==> src/rtl/riscv_pkg.sv <==
// riscv_pkg: shared types for the ID-stage hazard controller.
package riscv_pkg;
    typedef enum logic [1:0] {HZ_RUN, HZ_DRAIN, HZ_HALTED} hz_state_e;
    typedef enum logic [1:0] {FWD_REG = 2'b00, FWD_EX = 2'b01, FWD_MEM = 2'b10} fwd_sel_e;
endpackage

==> src/rtl/forward_unit.sv <==
// forward_unit: operand source select for one ID-stage register read.
module forward_unit
    import riscv_pkg::*;
(
    input  logic [4:0] rs_i,
    input  logic       use_i,
    input  logic [4:0] ex_rd_i,
    input  logic       ex_wr_i,
    input  logic       ex_load_i,
    input  logic [4:0] mem_rd_i,
    input  logic       mem_wr_i,
    output logic [1:0] sel_o
);
    // A load in EX has no data yet; the stall lets it forward from MEM next cycle.
    always_comb
        sel_o = (rs_i == 5'd0 || !use_i)                       ? FWD_REG :
                (ex_wr_i && ex_rd_i == rs_i && !ex_load_i)     ? FWD_EX  :
                (mem_wr_i && mem_rd_i == rs_i)                 ? FWD_MEM : FWD_REG;
endmodule

==> src/rtl/hazard_controller.sv <==
// hazard_controller: load-use stall, forwarding, redirect/flush and debug halt/drain/resume.
// Optional perf counters stall_count/flush_count under HAZARD_PERF_CNT_EN.
module hazard_controller
    import riscv_pkg::*;
#(
    parameter int DRAIN_CYCLES = 3
`ifdef HAZARD_PERF_CNT_EN
    , parameter int CNT_W = 32
`endif
) (
    input  logic       clk,
    input  logic       reset,
    input  logic [4:0] IF_ID_rs1,
    input  logic [4:0] IF_ID_rs2,
    input  logic       id_use_rs1,
    input  logic       id_use_rs2,
    input  logic       id_branch,
    input  logic       id_jump,
    input  logic       br_eq,
    input  logic [4:0] ID_EX_rd,
    input  logic       ID_EX_reg_write,
    input  logic       ID_EX_mem_read,
    input  logic [4:0] EX_MEM_rd,
    input  logic       EX_MEM_reg_write,
    input  logic       halt_req,
    input  logic       resume_req,
    output logic       pc_write,
    output logic       pc_sel,
    output logic       IF_ID_write,
    output logic       IF_ID_flush,
    output logic       ctrl_sel,
    output logic [1:0] forward_data_reg1,
    output logic [1:0] forward_data_reg2,
    output logic       halted
`ifdef HAZARD_PERF_CNT_EN
    , output logic [CNT_W-1:0] stall_count
    , output logic [CNT_W-1:0] flush_count
`endif
);
    hz_state_e  state_q, state_d;
    logic [3:0] cnt_q, cnt_d;
    logic [1:0] f1, f2;
    logic       ld_haz, redirect, stall, stall_q;

    forward_unit u_fwd1 (.rs_i(IF_ID_rs1), .use_i(id_use_rs1), .ex_rd_i(ID_EX_rd), .ex_wr_i(ID_EX_reg_write),
                         .ex_load_i(ID_EX_mem_read), .mem_rd_i(EX_MEM_rd), .mem_wr_i(EX_MEM_reg_write), .sel_o(f1));
    forward_unit u_fwd2 (.rs_i(IF_ID_rs2), .use_i(id_use_rs2), .ex_rd_i(ID_EX_rd), .ex_wr_i(ID_EX_reg_write),
                         .ex_load_i(ID_EX_mem_read), .mem_rd_i(EX_MEM_rd), .mem_wr_i(EX_MEM_reg_write), .sel_o(f2));

    assign ld_haz   = ID_EX_mem_read && ID_EX_reg_write && ID_EX_rd != 5'd0 &&
                      ((id_use_rs1 && IF_ID_rs1 == ID_EX_rd) || (id_use_rs2 && IF_ID_rs2 == ID_EX_rd));
    assign redirect = !ld_haz && (id_jump || (id_branch && br_eq));
    assign stall    = !reset && state_q == HZ_RUN && ld_haz;
    assign forward_data_reg1 = reset ? FWD_REG : f1;
    assign forward_data_reg2 = reset ? FWD_REG : f2;

    always_ff @(posedge clk) begin
        if (reset) begin
            state_q <= HZ_RUN;
            cnt_q   <= 4'd0;
            stall_q <= 1'b0;
        end else begin
            state_q <= state_d;
            cnt_q   <= cnt_d;
            stall_q <= stall;
            assert (!(stall && stall_q));
        end
    end

    always_comb begin
        state_d = state_q;
        cnt_d   = cnt_q;
        case (state_q)
            HZ_RUN:    if (halt_req && !ld_haz) begin
                           state_d = HZ_DRAIN;
                           cnt_d   = 4'(DRAIN_CYCLES - 1);
                       end
            HZ_DRAIN:  if (cnt_q == 4'd0) state_d = HZ_HALTED;
                       else cnt_d = cnt_q - 4'd1;
            HZ_HALTED: if (resume_req) state_d = HZ_RUN;
            default:   state_d = HZ_RUN;
        endcase
    end

    // On halt entry the ID instruction issues but the fetched one is squashed, so PC holds unless redirecting.
    always_comb begin
        pc_write    = 1'b0;
        pc_sel      = 1'b0;
        IF_ID_write = 1'b0;
        IF_ID_flush = reset;
        ctrl_sel    = 1'b0;
        halted      = !reset && state_q == HZ_HALTED;
        if (!reset && state_q == HZ_RUN && !ld_haz) begin
            pc_write    = !halt_req || redirect;
            pc_sel      = redirect;
            IF_ID_write = 1'b1;
            IF_ID_flush = redirect || halt_req;
            ctrl_sel    = 1'b1;
        end
    end

`ifdef HAZARD_PERF_CNT_EN
    always_ff @(posedge clk) begin
        if (reset) begin
            stall_count <= '0;
            flush_count <= '0;
        end else begin
            if (stall && !(&stall_count)) stall_count <= stall_count + 1'b1;
            if (IF_ID_flush && !(&flush_count)) flush_count <= flush_count + 1'b1;
        end
    end
`endif
endmodule

==> config.mk <==
export PLATFORM = sky130hd
export DESIGN_NAME = hazard_controller
export DESIGN_NICKNAME = d
export VERILOG_FILES = /design/src/rtl/riscv_pkg.sv /design/src/rtl/forward_unit.sv /design/src/rtl/hazard_controller.sv
export SDC_FILE = /design/constraint.sdc
export NUM_CORES = 1
export LEC_CHECK = 0
export BUFFER_PORTS_ARGS = -buffer_cell sky130_fd_sc_hd__buf_2
export CORE_MARGIN = 10
export CORE_UTILIZATION = 35
export DETAILED_ROUTE_END_ITERATION = 10
export PLACE_DENSITY_LB_ADDON = 0.2
export RECOVER_POWER = 50
export SYNTH_ARGS = -nofsm -noshare
export SYNTH_HDL_FRONTEND = slang
export SYNTH_SLANG_ARGS = --single-unit
==> constraint.sdc <==
create_clock -name clk -period 2.2 [get_ports clk]
set_clock_uncertainty 0.05 [all_clocks]
set_input_delay 0.22 -clock clk [delete_from_list [all_inputs] [get_ports clk]]
set_output_delay 0.22 -clock clk [all_outputs]
set_load 0.01 [all_outputs]
==> results.cfg, run 1 <==
[status]
status = finished, final reports clean

[yosys]
ys_warn_count = 0
synth.net_count = 136
synth-seq-cells = 6
syn_avg_cell_area_sq_um = 7.26
yosysUniqueCellTypes = 27
synth_cells = 102
ys_seq_area_share_pct = 16.2
netlist_area_sq_um = 741

[route]
ant_nets = 0
vias = 896
drt_iter0_markers = 24
dr.pass1.iters = 4
drt-total-wl_microns = 2470
wl_per_cell_microns = 14.4
drc = 0
drt-vias-per-instance = 5.24

[final_layout]
syn_to_final_growth_pct = 32.9
regArea_sq_um = 120
nFillCells = 210
fin_area_sq_um = 985
final_cells = 171
num_antenna_cells = 0
post-route-util_pct = 49.7
layout_commonest_cell = buf_2
multi_input_area_sq_um = 594
drive_gt1_share_pct = 31.3
nets = 180
final_cell_mix = buf_2 (36), xnor2_1 (13), nor2_1 (13)

[placed_design]
post-place-ws_ps = 523
post_dp_cell_area_sq_um = 968
routabilityCongestion = 0.822
io_buffers = 41
dp_hpwl_microns = 2170
place_inst = 168

[grt]
antenna_found_initial = 0
grt_pass1_vias = 918
track_usage_pct = 11.3
grt_remaining_overflow = 0
grt_first_pass_wirelength_microns = 4000
grt_max_degree = 10

[floorplan]
coreArea_sq_um = 1980
die_w_microns = 66.0
ios = 42
start_util_pct = 37.4
dieArea_sq_um = 4360
rows = 16
die_h_microns = 66.0

[timing]
setup_ws_ps = 529
post-route-min-period_ps = 1670
worst_pin_slew_ps = 482
post-route-period-util_pct = 75.9
holdWs_ps = 213
setup_viol = 0
setup_tns_ps = 0
slew_headroom_pct = 67.8
rsz0062_at_grt = no
fmax_ghz = 0.598
finalMaxSlewViolations = 0
timing.final.hold_violations = 0

[clock_tree]
cts_sinks = 6
postCtsSetupBuffers = 0
htreeDepth = 1
hold_buffers = 0
root_buffer = clkbuf_4
cts_tree = built
clk_latency_ps = 250
clk_path_buf_depth = 2
cts_resized = 0
numCtsBuffers = 3
clkTransAtPathRegs_ps = 40

[worst_setup_path]
critPathMaxFanout = 9
endpoint_kind = output port
worstSetupPathType = in -> out
arrival_ps = 1400
cp-start-kind = primary input
required_ps = 1930

[pwr]
p_leak_nw = 0.412
p_total_mw = 0.459
powerDensity_nw_per_um2 = 466
irDropWorstVdd_mv = 0.442

[min_path]
hold_class = in -> reg

[job]
drv_cap = 0
sequential cells by signal, indices dropped and copies added, names as in the netlist:
register	cells
state_q	2
cnt_q	4
power by group:
part | internal (mW) | switching [mW] | total [mW]
logic | 0.101 | 0.117 | 0.218
registers | 0.124 | 0.0148 | 0.139
clock network | 0.0617 | 0.0400 | 0.102
final cells by class:
class | instances | share of cell area [%]
sequential | 6 | 12.2
inverter | 4 | 1.52
clock buffer | 3 | 2.29
timing repair buffer | 41 | 20.2
tap | 27 | 3.43
multi-input combinational | 90 | 60.4
cells in the mapped netlist:
library cell	count	area share (%)
mux2_2	1	1.5
o311a_1	1	1.4
a211oi_1	3	3.0
nand2_1	7	3.5
xor2_1	8	9.5
a21oi_1	3	2.0
ha_1	2	3.4
o21bai_1	1	1.0
nand2b_1	2	1.7
dfxtp_1	6	16
a41o_2	2	3.0
nand3_1	5	3.4
or4_1	2	2.0
nor4_1	4	3.4
o21ai_0	8	5.4
inv_1	4	2.0
a22oi_1	1	1.0
nor3_1	5	3.4
nand3_2	2	2.7
o2111a_2	1	1.7
buf_4	1	1.0
nor2_1	13	6.6
a31oi_1	1	0.85
nand3b_1	1	1.0
xnor2_1	13	15
clkbuf_1	1	0.51
nor2b_1	4	3.4
logic make-up (layout without fill, tap and decap cells):
kind of cell | after synthesis | after routing | synth area share [%]
AO/OA/AOI/OAI | 21 | 21 | 19.4
buffers and inverters | 6 | 48 | 3.55
XOR/XNOR | 21 | 21 | 24.8
multiplexers | 1 | 1 | 1.52
flip-flops | 6 | 6 | 16.2
AND/OR/NAND/NOR | 45 | 45 | 31.1
adder cells (fa/ha/maj) | 2 | 2 | 3.38
metal layers:
| layer | wire, microns | global-route usage (%) | up-vias |
|---|---|---|---|
| met2 | 1170 | 17.9 | 27 |
| met3 | 214 | 5.93 | 4 |
| li1 | - | - | 450 |
| met1 | 1070 | 13.2 | 415 |
| met5 | 0 | 0 | - |
| met4 | 17 | 2.36 | 0 |
worst max-delay path, stage by stage:
cell and delay [ps]:
buf_2 130, xnor2_1 210, nand3_2 110, nor2_1 130, o2111a_2 320, o21ai_0 120, buf_2 160
worst paths after layout:
path | from | end | slack (ps) | cells after the start
worst max-delay path | ID_EX_rd[4] | IF_ID_flush | 530 | 7
worst min-delay path | reset | state_q[1]$_SDFFE_PP0P_ | 210 | 2
worst max register to register | cnt_q[0]$_SDFFE_PP0P_ | cnt_q[1]$_SDFFE_PP0P_ | 630 | 6
worst min register to register | cnt_q[1]$_SDFFE_PP0P_ | cnt_q[1]$_SDFFE_PP0P_ | 480 | 2
No activity file was read; power rests on OpenSTA's default activity.
==> run 2, diff against run 1 <==
==> constraint.sdc (replaced) <==
create_clock -name clk -period 1.6 [get_ports clk]
set_clock_uncertainty 0.05 [all_clocks]
set_input_delay 0.16 -clock clk [delete_from_list [all_inputs] [get_ports clk]]
set_output_delay 0.16 -clock clk [all_outputs]
set_load 0.01 [all_outputs]
==> run 2 against run 1 <==
- via count is 3.7% higher
- sequential cell count stayed put
- sequential share of layout area is 0.48 points lower
- wire length is 1.8% higher
- largest cell class unchanged
- combinational power is 44% higher
- highest routed layer unchanged
- hold slack worse by 57 ps
- global-route usage hardly changed
- final area is 4.1% higher
- non-clock buffer count is 2 higher
- largest power group unchanged
==> results.cfg, run 2 (synthesized netlist as in run 1, its figures left out) <==
[clock_tree]
root_buffer = clkbuf_4
cts_tree = built
clk_path_buf_depth = 2
htreeDepth = 1
postCtsSetupBuffers = 0
hold_buffers = 0
cts_sinks = 6
numCtsBuffers = 3
clk_latency_ps = 250
clkTransAtPathRegs_ps = 40

[timing]
holdWs_ps = 156
setup_viol = 0
fmax_ghz = 0.658
worst_pin_slew_ps = 289
finalMaxSlewViolations = 0
post-route-min-period_ps = 1520
post-route-period-util_pct = 94.9
slew_headroom_pct = 80.5
setup_tns_ps = 0
rsz0062_at_grt = no
timing.final.hold_violations = 0

[route]
drt_iter0_markers = 54
drc = 0
dr.pass1.iters = 4
ant_nets = 0
drt-vias-per-instance = 5.34
drt-total-wl_microns = 2510
wl_per_cell_microns = 14.4
vias = 929

[job]
drv_cap = 0

[worst_setup_path]
worstSetupPathType = in -> out
timing.critical_path.mode_cell = buf_2
crit_chain = buf_2, or4_1, o21ai_0, a211oi_1, buf_2
required_ps = 1390
critical-path-top-delay-family = simple AND/OR/NAND/NOR gates
crit_buf_inv = 2
cp-start-kind = primary input
max_stage_delay_ps = 500
critPathMaxFanout = 3
crit_slowest_cell = or4_1
endpoint_kind = output port
arrival_ps = 1310

[grt]
grt_first_pass_wirelength_microns = 3980
antenna_found_initial = 0
track_usage_pct = 11.2
grt_remaining_overflow = 0
grt_max_degree = 10
grt_pass1_vias = 879

[final_layout]
num_antenna_cells = 0
reg_top3 = cnt_q: 4 flops, state_q: 2 flops
nets = 183
final_cell_mix = buf_2 (38), xnor2_1 (13), nor2_1 (11)
post-route-util_pct = 51.7
layout_commonest_cell = buf_2
drive_gt1_share_pct = 35.4
regArea_sq_um = 120
top_register = cnt_q
fin_area_sq_um = 1020
syn_to_final_growth_pct = 38.3
largest_register_ffs = 4
multi_input_area_sq_um = 621
nFillCells = 196

[placed_design]
post_dp_cell_area_sq_um = 983
dp_hpwl_microns = 2130
io_buffers = 41
routabilityCongestion = 0.833

[pwr]
irDropWorstVdd_mv = 0.466
p_total_mw = 0.646
p_leak_nw = 0.433
powerDensity_nw_per_um2 = 630

[floorplan]
dieArea_sq_um = 4360
coreArea_sq_um = 1980
rows = 16
die_h_microns = 66.0
start_util_pct = 37.4
die_w_microns = 66.0
ios = 42

[status]
status = finished, final reports clean

[min_path]
hold_class = in -> reg
run 2: changes by cell type in the layout (fill, tap and decap cells not counted), sizes merged:
| cell | before | now |
|---|---|---|
| buf | 36 | 39 |
| clkbuf | 8 | 7 |
| o2111a | 1 | 2 |
run 2: metal layers:
layer	part of all wire, %	GRT usage, %
met1	42	12.9
met2	45	18.5
met3	11	5.93
met4	0.76	1.57
met5	0	0
run 2: worst paths after layout:
kind | start | end | slack, ps | depth (start not counted)
hold reg to reg | cnt_q[1]$_SDFFE_PP0P_ | cnt_q[1]$_SDFFE_PP0P_ | 490 | 2
setup reg to reg | cnt_q[2]$_SDFFE_PP0P_ | cnt_q[3]$_SDFFE_PP0P_ | 110 | 5
setup / recovery | IF_ID_rs2[1] | forward_data_reg2[1] | 80 | 5
hold / removal | reset | state_q[1]$_SDFFE_PP0P_ | 160 | 2
run 2: repair_timing:
action,CTS,global route
resized for setup,0,4
hold endpoints to repair,0,0
setup endpoints to repair,0,7
run 2: area by class of cell:
type                            instances  area share, %
Timing Repair Buffer                   43           20.8
Clock buffer                            3           2.20
Sequential cell                         6           11.7
Tap cell                               27           3.30
Inverter                                4           1.47
Multi-Input combinational cell         91           60.6
run 2: power breakdown:
part | total (mW) | internal (mW) | switching (mW)
Clock | 0.139 | 0.0848 | 0.0542
Combinational | 0.314 | 0.147 | 0.168
Sequential | 0.193 | 0.170 | 0.0225
run 2: worst reg2reg max path: stages, from the launching register on:
cell,delay [ps]
dfxtp_1,340
nor3_1,220
mux2_2,360
a22oi_1,130
nor2_1,60
a41o_2,220
run 2: through the flow:
stage | setup slack [ps] | instances
after global routing | 4.54 | 174
after CTS | 38.9 | 173
after global placement | 105 | 170
final | 80.9 | 174
after floorplan | 186 | 102
after detailed placement | 81.5 | 170
